$ cat config.mk
export PLATFORM = sky130hd
export DESIGN_NAME = mux4_serializer_flat
export DESIGN_NICKNAME = d
export VERILOG_FILES = /design/src/rtl/mux4_serializer_if.sv /design/src/rtl/mux4_serializer.sv /design/src/flat_wrapper.sv
export SDC_FILE = /design/constraint.sdc
export NUM_CORES = 1
export LEC_CHECK = 0
export ABC_AREA = 1
export CORE_AREA = 2 2 39 41
export DETAILED_ROUTE_END_ITERATION = 10
export DIE_AREA = 0 0 41 43
export GPL_ROUTABILITY_DRIVEN = 1
export PLACE_DENSITY = 0.55
export SLEW_MARGIN = 40
export SYNTH_ARGS = -nofsm -noshare
export SYNTH_HDL_FRONTEND = slang
export SYNTH_SLANG_ARGS = --single-unit
$ cat constraint.sdc
create_clock -name clk -period 3.14 [get_ports clk]
set_input_delay 0.628 -clock clk [delete_from_list [all_inputs] [get_ports clk]]
set_output_delay 0.628 -clock clk [all_outputs]
set_load 0.01 [all_outputs]
$ cat src/rtl/mux4_serializer_if.sv
// Handshake and mux-control bundle for the 4-bit serializer.
// master drives the word in; slave (the serializer) drives the serial side.
interface mux4_serializer_if;
  logic       in_valid;
  logic [3:0] in_data;
  logic       in_ready;
  logic [1:0] sel;
  logic       ser_out;
  logic       out_valid;
  logic       frame_start;
  logic       frame_done;

  modport master (
    output in_valid, in_data,
    input  in_ready, sel, ser_out,
    input  out_valid, frame_start, frame_done
  );

  modport slave (
    input  in_valid, in_data,
    output in_ready, sel, ser_out,
    output out_valid, frame_start, frame_done
  );
endinterface

$ cat src/rtl/mux4_serializer.sv
// Serializes a 4-bit word through a 4:1 mux select sequence.
// Each bit is held HOLD cycles; back-to-back frames run gap-free.
module mux4_serializer #(
  parameter int MSB_FIRST = 0,
  parameter int HOLD      = 1
) (
  input  logic               clk,
  input  logic               rst,
  mux4_serializer_if.slave   bus
);

  localparam logic [1:0] SEL_FIRST = (MSB_FIRST != 0) ? 2'd3 : 2'd0;
  localparam logic [1:0] SEL_LAST  = (MSB_FIRST != 0) ? 2'd0 : 2'd3;
  localparam int         HW        = (HOLD > 1) ? $clog2(HOLD) : 1;
  localparam logic [HW-1:0] HOLD_MAX = HW'(HOLD - 1);

  typedef enum logic {IDLE, SHIFT} state_t;

  state_t        r_state;
  logic [3:0]    r_word;
  logic [HW-1:0] r_hold;
  logic [1:0]    r_sel;
  logic          r_ser;
  logic          r_valid;
  logic          r_fs;
  logic          r_fd;

  logic          w_wrap;
  logic          w_last;
  logic          w_ready;
  logic          w_xfer;
  logic [1:0]    w_sel_step;
  logic [HW-1:0] w_hold_nxt;
  logic [1:0]    w_sel_nxt;

  assign w_wrap     = (r_hold == HOLD_MAX);
  assign w_last     = (r_state == SHIFT) && w_wrap && (r_sel == SEL_LAST);
  assign w_ready    = !rst && ((r_state == IDLE) || w_last);
  assign w_xfer     = w_ready && bus.in_valid;
  assign w_sel_step = (MSB_FIRST != 0) ? r_sel - 2'd1 : r_sel + 2'd1;
  assign w_hold_nxt = w_wrap ? '0 : r_hold + 1'b1;
  assign w_sel_nxt  = w_wrap ? w_sel_step : r_sel;

  always_ff @(posedge clk) begin
    if (rst) begin
      r_state <= IDLE;
      r_word  <= '0;
      r_hold  <= '0;
      r_sel   <= SEL_FIRST;
      r_ser   <= 1'b0;
      r_valid <= 1'b0;
      r_fs    <= 1'b0;
      r_fd    <= 1'b0;
    end else if (w_xfer) begin
      r_state <= SHIFT;
      r_word  <= bus.in_data;
      r_hold  <= '0;
      r_sel   <= SEL_FIRST;
      r_ser   <= bus.in_data[SEL_FIRST];
      r_valid <= 1'b1;
      r_fs    <= 1'b1;
      r_fd    <= 1'b0;
    end else if (w_last || r_state == IDLE) begin
      r_state <= IDLE;
      r_hold  <= '0;
      r_sel   <= SEL_FIRST;
      r_ser   <= 1'b0;
      r_valid <= 1'b0;
      r_fs    <= 1'b0;
      r_fd    <= 1'b0;
    end else begin
      // frame_done is registered, so look one cycle ahead
      r_hold  <= w_hold_nxt;
      r_sel   <= w_sel_nxt;
      r_ser   <= r_word[w_sel_nxt];
      r_fs    <= 1'b0;
      r_fd    <= (w_hold_nxt == HOLD_MAX) && (w_sel_nxt == SEL_LAST);
    end
  end

  assign bus.in_ready    = w_ready;
  assign bus.sel         = r_sel;
  assign bus.ser_out     = r_ser;
  assign bus.out_valid   = r_valid;
  assign bus.frame_start = r_fs;
  assign bus.frame_done  = r_fd;

endmodule

$ cat src/flat_wrapper.sv
// flat-port wrapper written by rule: the top's interface ports become plain ports
module mux4_serializer_flat 
#(
  parameter int MSB_FIRST = 0,
  parameter int HOLD      = 1
)
  (clk, rst, bus_in_valid, bus_in_data, bus_in_ready, bus_sel, bus_ser_out, bus_out_valid, bus_frame_start, bus_frame_done);
  mux4_serializer_if bus_i ();
  input  logic clk;
  input  logic rst;
  input wire logic [$bits(bus_i.in_valid)-1:0] bus_in_valid;
  input wire logic [$bits(bus_i.in_data)-1:0] bus_in_data;
  output wire logic [$bits(bus_i.in_ready)-1:0] bus_in_ready;
  output wire logic [$bits(bus_i.sel)-1:0] bus_sel;
  output wire logic [$bits(bus_i.ser_out)-1:0] bus_ser_out;
  output wire logic [$bits(bus_i.out_valid)-1:0] bus_out_valid;
  output wire logic [$bits(bus_i.frame_start)-1:0] bus_frame_start;
  output wire logic [$bits(bus_i.frame_done)-1:0] bus_frame_done;
  assign bus_i.in_valid = bus_in_valid;
  assign bus_i.in_data = bus_in_data;
  assign bus_in_ready = bus_i.in_ready;
  assign bus_sel = bus_i.sel;
  assign bus_ser_out = bus_i.ser_out;
  assign bus_out_valid = bus_i.out_valid;
  assign bus_frame_start = bus_i.frame_start;
  assign bus_frame_done = bus_i.frame_done;
  mux4_serializer #(.MSB_FIRST(MSB_FIRST), .HOLD(HOLD)) u_core (.clk(clk), .rst(rst), .bus(bus_i));
endmodule
==> results.ini, run 1 <==
[setup_path]
timing.setup.critical_path_class = input port to primary output
critPathLaunchType = input port
cp_num_cells = 3
arrival_ns = 1.78
r2r_cells = 6
worst_path_most_repeated_cell = clkdlybuf4s50_1
critPathRequiredTime_ns = 2.51
critPathSlowestCell = clkdlybuf4s50_1
cp_cell_sequence = clkdlybuf4s50_1 -> a21oi_1 -> clkdlybuf4s50_1
cpPeakStageDelay_ns = 0.54
worstSetupEndpointType = primary output
crit_path_max_fanout = 4
worst_path_buffer_plus_inverter_count = 2
cp_top_family = buffers and inverters

[hold_path]
whs_path_depth = 2
min_path_type = register to register

[drt]
drc = 0
dr.first_iter.drc_count = 2
dr_total_vias = 334
ant_nets = 0
firstDrtPassIters = 4
avgViaCountPerCell = 4.228
routed_wirelength_um = 692
routed_wire_length_per_instance_um = 8.759

[die]
floorplan.die_area_mm2 = 0.001763
die_extent_in_y_um = 43
placement_rows = 14
fp.coreArea_mm2 = 0.001384
ioPinCount = 14
die_width_um = 41
initial_utilization = 0.2776

[global_routing]
grt_overflow = 0
wire_length_of_the_first_global_routing_pass_um = 1173
grt_pass1_vias = 301
grt_max_degree = 7
grt_antenna_before_repair = 0
grt_util_all_layers = 0.1057

[layout]
number_of_inserted_filler_cells_in_the_final_layout = 154
finalNetCount = 73
insertedDiodeCount = 0
synthToLayoutAreaGrowth_pct = 48.53
drive_above_1_share = 0.1429
non_filler_cells_in_the_finished_layout = 79

[clock_network]
cts_htree_levels = 1
insertion_delay_ns = 0.26
clk_root_buffer_cell = clkbuf_4
clock_tree_from_tritoncts = yes
ctsHoldBuffers = 0
cts_buffer_depth = 2
post_cts.repair.setup_buffers = 0
clkSinkCount = 10
path_clk_slew_ns = 0.06
cts_repair_resize_count = 0
cts-buffers-inserted = 3

[placed_design]
globalplace.congestion = 0.6539
placed_cells_incl_taps = 75
port_buffers = 13
dp_hpwl_um = 541.2

[synth]
postSynthNetCount = 55
synth-seq-cells = 10
syn_avg_cell_area_um2 = 8.350
yosys_warnings = 0
netlist.top_cell.by_area = dfxtp_1
synthDominantCellAreaShare = 0.5212
netlist_area_um2 = 384.1
mapped_cells = 46
synth.top_cells.by_area = dfxtp_1, nand2_1, ha_1, nand3_1, nand3_4
synth_sequential_area_ratio = 0.5212
synth.distinct_cells = 11

[timing]
worst_slew_pin_slew_ns = 0.1935
final-setup-viol-count = 0
unrepaired_setup_endpoints_after_global_routing = no
fin_skew_ns = 0.002156
hold_viol_final = 0
finalWorstPathRequiredPeriod_ns = 2.409
finalSetupTns_ns = 0
timing.slew.headroom = 0.8708
drv_slew = 0
min_period_over_period = 0.7674
fmaxAchievable_mhz = 415.0

[power]
power_per_cell_area_mw_per_mm2 = 521.7
power.ir.vdd_worst_v = 0.0002163
leakage_uw = 0.0002518

[flow_run]
max_cap_violations = 0

[outcome]
outcome = completed

-- cells in the final DEF (no fill, tap or decap) --
cell type and instances:
clkdlybuf4s50_1 13, nand3_4 1, dfxtp_1 10, ha_1 2, nand2_1 12, inv_2 2, a21oi_1 3, clkbuf_4 3
nand3_1 5, nor2_1 4, clkbuf_8 1, nand4_1 1, inv_1 4, nand2_2 2
-- final timing paths --
check / slack, ns / from / to
worst max-delay path: 0.73 / rst / bus_in_ready
worst min-delay path: 0.47 / u_core.r_word[2]$_SDFFE_PP0P_ / u_core.r_word[2]$_SDFFE_PP0P_
worst max register to register: 1.87 / u_core.bus.sel[0]$_SDFF_PP0_ / u_core.bus.ser_out$_SDFF_PP0_
worst min register to register: 0.47 / u_core.r_word[2]$_SDFFE_PP0P_ / u_core.r_word[2]$_SDFFE_PP0P_
-- stage by stage --
step	area, µm²	worst slack, ns	hold slack [ns]	total power [µW]	utilization
floorplan	384.1	1.658	0.4410	164.4	-
global placement	534.3	0.7448	0.4579	188.2	0.3861
detailed placement	534.3	0.7300	0.4616	188.7	0.3861
CTS	570.5	0.7223	0.4710	302.5	0.4123
global route	570.5	0.6519	0.4929	312.5	0.4123
finish	570.5	0.7305	0.4702	297.7	0.4123
-- logic make-up (layout without fill, tap and decap cells) --
family,Yosys count,after routing,synth area share
AOI/OAI and AO/OA,3,3,0.03908
adders and majority gates,2,2,0.06514
buffers and inverters,6,23,0.05863
DFF,10,10,0.5212
and+or+nand+nor,25,25,0.3159
-- per-layer routing --
layer  vias up  global-route usage  wire [µm]
met4         0              0.1200         22
li1        178                   -          -
met5         -                   0          0
met3         2             0.03141         45
met2        11              0.1313        301
met1       143              0.1266        322
-- flip-flops by register name (all words and copies together), names as in the netlist --
signal                  flops
u_core.bus.out_valid        1
u_core.r_word               4
u_core.bus.frame_start      1
u_core.bus.frame_done       1
u_core.bus.sel              2
u_core.bus.ser_out          1
-- worst register-to-register path, stage by stage (launching register included) --
cell	delay [ns]
dfxtp_1	0.42
inv_1	0.11
ha_1	0.34
a21oi_1	0.12
nand2_1	0.06
nand3_1	0.07
nand2_1	0.05
-- cells in the mapped netlist --
library cell,n
dfxtp_1,10
nand3_1,5
a21oi_1,3
nor2_1,4
inv_1,4
inv_2,2
ha_1,2
nand4_1,1
nand2_2,2
nand3_4,1
nand2_1,12
-- layout make-up --
cell class              instances  area, µm²  share of cell area
flip-flops and latches         10      200.2              0.3509
inverters                       6      22.52             0.03947
well taps                      16      20.02             0.03509
clock buffers                   4      36.28             0.06360
multi-input cells              30      161.4              0.2829
repair buffers                 13      130.1              0.2281
-- where the power goes --
part           switching (µW)  internal [µW]
Combinational            20.5           24.1
Clock                    42.1           70.3
Sequential               5.36            135
Total                    67.9            230
Note: power is estimated with default switching activity, not from simulation.
==> run 2: changes to the inputs <==
==> constraint.sdc (replaced) <==
create_clock -name clk -period 2.3 [get_ports clk]
set_input_delay 0.46 -clock clk [delete_from_list [all_inputs] [get_ports clk]]
set_output_delay 0.46 -clock clk [all_outputs]
set_load 0.01 [all_outputs]
==> results of run 2 <==
The final DEF is identical to that of run 1. Status: completed.
Main changes from that run: final weighted congestion in routability-driven placement 0.6539 -> 0.6538; setup slack after placement 0.7300 ns -> 0.2260 ns; setup slack after layout 0.7305 ns -> 0.2265 ns; register-to-register setup slack 1.87 ns -> 1.03 ns; total power 297.7 µW -> 406.4 µW; worst IR drop on VDD 0.0002163 V -> 0.0002952 V
